**config.mk**
```make
export PLATFORM = sky130hd
export DESIGN_NAME = dequantization_col
export DESIGN_NICKNAME = d
export VERILOG_FILES = /design/src/rtl/jpeg_dq_pkg.sv /design/src/rtl/dequant_lane.sv /design/src/rtl/dequantization_col.sv
export SDC_FILE = /design/constraint.sdc
export NUM_CORES = 2
export LEC_CHECK = 0
export BUFFER_PORTS_ARGS = -buffer_cell sky130_fd_sc_hd__buf_2
export CORE_ASPECT_RATIO = 0.8
export CORE_UTILIZATION = 50
export DETAILED_ROUTE_END_ITERATION = 7
export PLACE_DENSITY = 0.66
export SLEW_MARGIN = 20
export SYNTH_ARGS = -nofsm -noshare
export SYNTH_HDL_FRONTEND = slang
export SYNTH_SLANG_ARGS = --single-unit
```
**constraint.sdc**
```tcl
create_clock -name clk -period 7.85 [get_ports clk]
set_input_delay 1.57 -clock clk [delete_from_list [all_inputs] [get_ports clk]]
set_output_delay 1.57 -clock clk [all_outputs]
set_load 0.02 [all_outputs]
```
**src/rtl/jpeg_dq_pkg.sv**
```systemverilog
// Shared definitions for the JPEG column dequantizer: default Q table,
// width defaults and lane packing helpers.
package jpeg_dq_pkg;

  localparam int COEF_W_DEF = 10;
  localparam int LANES      = 8;

  // Default Q table, index row*8 + col; Q = round(128/recip) of the encoder side.
  localparam logic [7:0] QT_DEFAULT [64] = '{
    8'd4,   8'd3,  8'd3,  8'd4,  8'd6,  8'd10, 8'd13, 8'd15,
    8'd13,  8'd3,  8'd4,  8'd5,  8'd7,  8'd15, 8'd15, 8'd14,
    8'd14,  8'd4,  8'd4,  8'd6,  8'd10, 8'd14, 8'd17, 8'd14,
    8'd14,  8'd5,  8'd6,  8'd7,  8'd13, 8'd22, 8'd20, 8'd16,
    8'd18,  8'd6,  8'd9,  8'd14, 8'd17, 8'd27, 8'd26, 8'd19,
    8'd26,  8'd9,  8'd14, 8'd16, 8'd20, 8'd26, 8'd28, 8'd23,
    8'd64,  8'd16, 8'd20, 8'd22, 8'd26, 8'd30, 8'd30, 8'd25,
    8'd128, 8'd23, 8'd24, 8'd24, 8'd28, 8'd25, 8'd26, 8'd25
  };

  // Extract signed input lane idx; lane 0 sits in the MSBs.
  function automatic logic signed [7:0] in_lane(input logic [63:0] d, input int idx);
    return d[63-8*idx -: 8];
  endfunction

  // Flat Q-table address of entry (row, col).
  function automatic logic [5:0] qt_index(input logic [2:0] row, input logic [2:0] col);
    return {row, col};
  endfunction

endpackage

```
**src/rtl/dequant_lane.sv**
```systemverilog
// One dequantizer lane: signed 8-bit coefficient times unsigned Q entry,
// saturated to a signed COEF_W result with a saturation flag.
module dequant_lane #(
  parameter int COEF_W = 10,
  parameter int Q_W    = 8
) (
  input  logic signed [7:0]        coef,
  input  logic        [Q_W-1:0]    q,
  output logic signed [COEF_W-1:0] res,
  output logic                     sat
);

  localparam int P_W = 8 + Q_W + 1;
  localparam logic signed [P_W-1:0] SAT_MAX = P_W'((1 << (COEF_W - 1)) - 1);
  localparam logic signed [P_W-1:0] SAT_MIN = ~SAT_MAX;

  logic signed [P_W-1:0] coef_ext_s;
  logic signed [P_W-1:0] q_ext_s;
  logic signed [P_W-1:0] prod_s;

  assign coef_ext_s = {{(Q_W + 1){coef[7]}}, coef};
  assign q_ext_s    = $signed({{9{1'b0}}, q});
  assign prod_s     = coef_ext_s * q_ext_s;

  // Clamp the full-precision product into the output range.
  always_comb begin
    res = prod_s[COEF_W-1:0];
    sat = 1'b0;
    if (prod_s > SAT_MAX) begin
      res = SAT_MAX[COEF_W-1:0];
      sat = 1'b1;
    end else if (prod_s < SAT_MIN) begin
      res = SAT_MIN[COEF_W-1:0];
      sat = 1'b1;
    end else begin
      res = prod_s[COEF_W-1:0];
      sat = 1'b0;
    end
  end

endmodule

```
**src/rtl/dequantization_col.sv**
```systemverilog
// JPEG decoder-side column dequantizer: 8 lanes per beat, 2-stage pipeline
// with valid/ready on both sides and a runtime-writable Q table.
module dequantization_col
  import jpeg_dq_pkg::*;
#(
  parameter int COEF_W = COEF_W_DEF,
  parameter int Q_W    = 8
) (
  input  logic                  clk,
  input  logic                  reset,
  input  logic                  in_valid,
  output logic                  in_ready,
  input  logic                  in_sof,
  input  logic [63:0]           in_data,
  output logic                  out_valid,
  input  logic                  out_ready,
  output logic [8*COEF_W-1:0]   out_data,
  output logic [2:0]            out_col,
  output logic                  out_last,
  output logic                  out_sat,
  output logic                  sync_err,
  input  logic                  qt_we,
  input  logic [5:0]            qt_addr,
  input  logic [Q_W-1:0]        qt_data
);

  logic                       adv1_s;
  logic                       adv2_s;
  logic                       acc_s;
  logic [2:0]                 col_s;
  logic [2:0]                 cnt_r;
  logic [Q_W-1:0]             qt_r [64];
  logic                       s1_valid_r;
  logic [63:0]                s1_data_r;
  logic [2:0]                 s1_col_r;
  logic [Q_W-1:0]             s1_q_r [LANES];
  logic signed [COEF_W-1:0]   lane_res_s [LANES];
  logic [LANES-1:0]           lane_sat_s;
  logic [8*COEF_W-1:0]        out_data_s;

  assign adv2_s   = !out_valid || out_ready;
  assign adv1_s   = !s1_valid_r || adv2_s;
  assign in_ready = adv1_s;
  assign acc_s    = in_valid && adv1_s;

  // Column of the incoming beat: start of frame forces column 0.
  always_comb begin
    col_s = cnt_r;
    if (in_sof) begin
      col_s = 3'd0;
    end else begin
      col_s = cnt_r;
    end
  end

  // Column counter and sticky resync error, advanced only by accepted beats.
  always_ff @(posedge clk) begin
    if (reset) begin
      cnt_r    <= 3'd0;
      sync_err <= 1'b0;
    end else if (acc_s) begin
      cnt_r <= col_s + 3'd1;
      if (in_sof && (cnt_r != 3'd0)) begin
        sync_err <= 1'b1;
      end
    end
  end

  // Q table storage; a write lands after this cycle's stage-1 read.
  always_ff @(posedge clk) begin
    if (reset) begin
      for (int i = 0; i < 64; i++) begin
        qt_r[i] <= Q_W'(QT_DEFAULT[i]);
      end
    end else if (qt_we) begin
      qt_r[qt_addr] <= qt_data;
    end
  end

  // Stage 1: capture the beat, its column and the column's 8 Q entries.
  always_ff @(posedge clk) begin
    if (reset) begin
      s1_valid_r <= 1'b0;
      s1_data_r  <= 64'd0;
      s1_col_r   <= 3'd0;
      for (int r = 0; r < LANES; r++) begin
        s1_q_r[r] <= '0;
      end
    end else if (adv1_s) begin
      s1_valid_r <= in_valid;
      if (in_valid) begin
        s1_data_r <= in_data;
        s1_col_r  <= col_s;
        for (int r = 0; r < LANES; r++) begin
          s1_q_r[r] <= qt_r[qt_index(3'(r), col_s)];
        end
      end
    end
  end

  for (genvar r = 0; r < LANES; r++) begin : g_lane
    dequant_lane #(
      .COEF_W (COEF_W),
      .Q_W    (Q_W)
    ) u_lane (
      .coef (in_lane(s1_data_r, r)),
      .q    (s1_q_r[r]),
      .res  (lane_res_s[r]),
      .sat  (lane_sat_s[r])
    );
  end

  // Pack lane results, lane 0 in the MSBs.
  always_comb begin
    out_data_s = '0;
    for (int r = 0; r < LANES; r++) begin
      out_data_s[8*COEF_W-1-COEF_W*r -: COEF_W] = lane_res_s[r];
    end
  end

  // Stage 2 / output register: loads when downstream can take a new beat.
  always_ff @(posedge clk) begin
    if (reset) begin
      out_valid <= 1'b0;
      out_data  <= '0;
      out_col   <= 3'd0;
      out_last  <= 1'b0;
      out_sat   <= 1'b0;
    end else if (adv2_s) begin
      out_valid <= s1_valid_r;
      if (s1_valid_r) begin
        out_data <= out_data_s;
        out_col  <= s1_col_r;
        out_last <= (s1_col_r == 3'd7);
        out_sat  <= |lane_sat_s;
      end
    end
  end

endmodule

```
==> reports/results.ini <==
[run_status]
status=finished, final reports clean

[cts]
cts_sinks=734
cts_buffers=81
clk_pin_slew_worst_paths_ns=0.06
cts-root-buf=clkbuf_16
clk_latency_ns=0.66
cts_tree=built
cts_setup_buffers=0
hold_buffers=0
cts_max_path_buffers=3
h-tree-depth=3
cts_resized=0

[logic_synthesis]
avgSynthCellArea_sq_um=11.1
yosysSeqAreaShare_pct=41.2
ys_ff_latch=734
ys_types=81
netlist_area_sq_um=49700
ys.flop_type=edfxtp_1
netlist_instances=4482
synth_edf_count=576
yosysWarnings=0
synthArstFlopShare_pct=0
synth_nets=5207

[power_and_ir_drop]
power_uw=10100
power_frac_clock_pct=38.3
seq_power_share_pct=45.3
p_per_area_nw_per_um2=187
peakVddDrop_uv=150
power.internal_uw=7280
p_comb_share_pct=16.3
p_sw_uw=2870
swShare_pct=28.3
p_leak_uw=0.0228

[timing]
tns_ns=0
skew_ns=0.0316
min_period_over_period_pct=80.9
relSlewSlack_pct=23.1
final-hold-violation-count=0
min_period_ns=6.35
slew_violations=0
worstMarginPinSlew_ns=1.15
max_freq_mhz=158
final-setup-viol-count=0
rsz0062_at_grt=false

[global_route]
grt_max_degree=131
antenna_found_initial=8
grt_overflow=0
grt_pass1_wl_mm=192
first_global_vias=33200
grt.total_usage_pct=24.2

[worst_setup_path]
cpMostUsedCell=fa_1
cp-start-kind=flip-flop
critPathCaptureType=flip-flop
slowest_delay_ns=0.55
path_buf_inv=2
cp.required_ns=8.34
crit_chain=and2_1 > fa_1 > inv_1 > fa_1 > fa_1 > inv_1 > fa_1 > ha_1 > nand3_1 > o211ai_1 > o41ai_1 > xnor2_1 > or4_1 > o41a_1 > nor2_1 > o2111ai_2 > nor4b_2 > a211oi_1
critPathSlowestCell=edfxtp_1
critPathKind=flip-flop to flip-flop
cp_max_fo=8
crit_family=adder cells
critical_path_arrival_ns=6.84

[placement]
portBuffers=171
post-dp-hpwl_mm=83.5
gp_routability_congestion=0.867

[floorplanning]
die_h_um=284
core_sq_um=97600
rows=102
start_util_pct=50.9
dieArea_sq_um=101000
die_x_um=354
io_pins=172

[run]
cap_violations=0

[detailed_routing]
drcViolationCount=0
drt-initial-drc-count=2164
vias=32800
wl_mm=120
ant_nets=0
vias_per_cell=5.54
wl_per_cell_um=20.3
firstDrtPassIters=6

[layout]
area_growth_pct=9.23
drive_gt1_share_pct=11.3
nNetsFinal=5270

[min_path]
hold_path_class=flip-flop to flip-flop

## Yosys cell counts, drive strengths merged (6+ instances only)
cell / instances / area (sq um)
a21o: 17 / 128
o21bai: 11 / 82.6
a2bb2oi: 6 / 52.6
o21ai: 57 / 285
nor2b: 15 / 93.8
o22a: 16 / 140
xor2: 29 / 254
edfxtp: 576 / 17300
nand3b: 9 / 67.6
dfxtp: 158 / 3160
nor2: 250 / 938
a31oi: 8 / 50.1
nand3: 35 / 175
and2: 678 / 4240
clkbuf: 190 / 753
inv: 451 / 1690
nor4: 9 / 56.3
mux2: 48 / 541
nand4: 10 / 62.6
or2: 69 / 432
o21a: 6 / 45.0
mux4: 48 / 1080
a221oi: 16 / 140
fa: 296 / 5930
nor3: 49 / 245
ha: 345 / 4320
a22o: 58 / 508
o2111ai: 7 / 67.6
a211oi: 41 / 308
o211ai: 38 / 290
or3: 158 / 988
and3: 6 / 38.8
buf: 30 / 120
a21oi: 123 / 623
or3b: 8 / 70.1
mux2i: 212 / 2120
xnor2: 66 / 578
nand2: 232 / 871
nand2b: 39 / 244
## state kept, by name, indices dropped and copies added (netlist names)
signal and cells:
qt_r 512, s1_col_r 3, out_valid 1, out_col 3, cnt_r 3, out_last 1
out_data 80, sync_err 1, s1_q_r 64, out_sat 1, s1_data_r 64, s1_valid_r 1
## cells by family after synthesis
group	after synthesis	synth area share, %
compound gates	447	6.27
xor+xnor	95	1.68
fa+ha+maj	641	20.6
buf+inv	673	5.19
flops	734	41.2
mux	308	7.54
simple gates	1584	17.5
## cells in the final DEF (no fill, tap or decap), types with 41 or more instances in the layout
| cell | synthesis | routed |
|---|---|---|
| dfxtp_1 | 158 | 157 |
| nand2_1 | 232 | 232 |
| edfxtp_1 | 576 | 576 |
| o21ai_0 | 56 | 56 |
| a22o_1 | 58 | 58 |
| nor2_1 | 250 | 249 |
| fa_1 | 296 | 296 |
| a211oi_1 | 41 | 41 |
| inv_1 | 451 | 450 |
| clkbuf_16 | 0 | 82 |
| and2_1 | 677 | 677 |
| xnor2_1 | 66 | 66 |
| mux2i_1 | 212 | 212 |
| ha_1 | 345 | 345 |
| buf_2 | 0 | 170 |
| or2_2 | 69 | 69 |
| or3_1 | 158 | 158 |
| mux2_2 | 48 | 48 |
| nor3_1 | 49 | 49 |
| a21oi_1 | 121 | 120 |
| mux4_2 | 48 | 48 |
## final cells by class
type	count	area [sq um]
fillers	8391	43400
well taps	1300	1630
flip-flops and latches	734	20500
repair buffers	201	1100
diodes	4	10.0
inverters	452	1700
clock inverters	54	563
clock buffers	96	2110
multi-input cells	3075	26700
## worst paths after layout
check                              endpoint  slack [ns]          start  depth (start not counted)
worst max-delay path                out_sat        1.50  s1_q_r[0][62]                         18
worst min-delay path            out_data[1]        0.45    out_data[1]                          2
worst max register to register      out_sat        1.50  s1_q_r[0][62]                         18
worst min register to register  out_data[1]        0.45    out_data[1]                          2
## power groups by stage
stage	combinational (uW)	clock (uW)	sequential, uW
4_1_cts	1660	3950	4600
3_3_place_gp	1620	0	4670
5_1_grt	1860	4100	4630
3_5_place_dp	1650	0	4680
2_1_floorplan	1160	0	4640
6_report	1660	3890	4600
## tightest hold or removal path, stage by stage, from the launching register on
cell and delay [ns]:
dfxtp_1 0.30, nand2_1 0.05, a21oi_1 0.05
## through the flow
| stage | cell area [sq um] | cells | utilization (%) | worst slack, ns | hold WS [ns] |
|---|---|---|---|---|---|
| after floorplan | 49700 | 4482 | - | 2.42 | 0.445 |
| after global placement | 51500 | 5762 | 52.8 | 1.55 | 0.435 |
| after detailed placement | 51500 | 5762 | 52.8 | 1.54 | 0.443 |
| after CTS | 54200 | 5912 | 55.5 | 1.48 | 0.451 |
| after global routing | 54200 | 5913 | 55.5 | 1.26 | 0.472 |
| final | 54200 | 5916 | 55.6 | 1.50 | 0.448 |
## routing by layer
layer	vias up	wire [um]	global-route usage (%)
li1	15500	-	-
met1	16200	58800	36.8
met2	912	52000	36.4
met3	132	7660	4.01
met4	6	1830	4.71
met5	-	36	0
No activity file was read; power rests on OpenSTA's default activity.
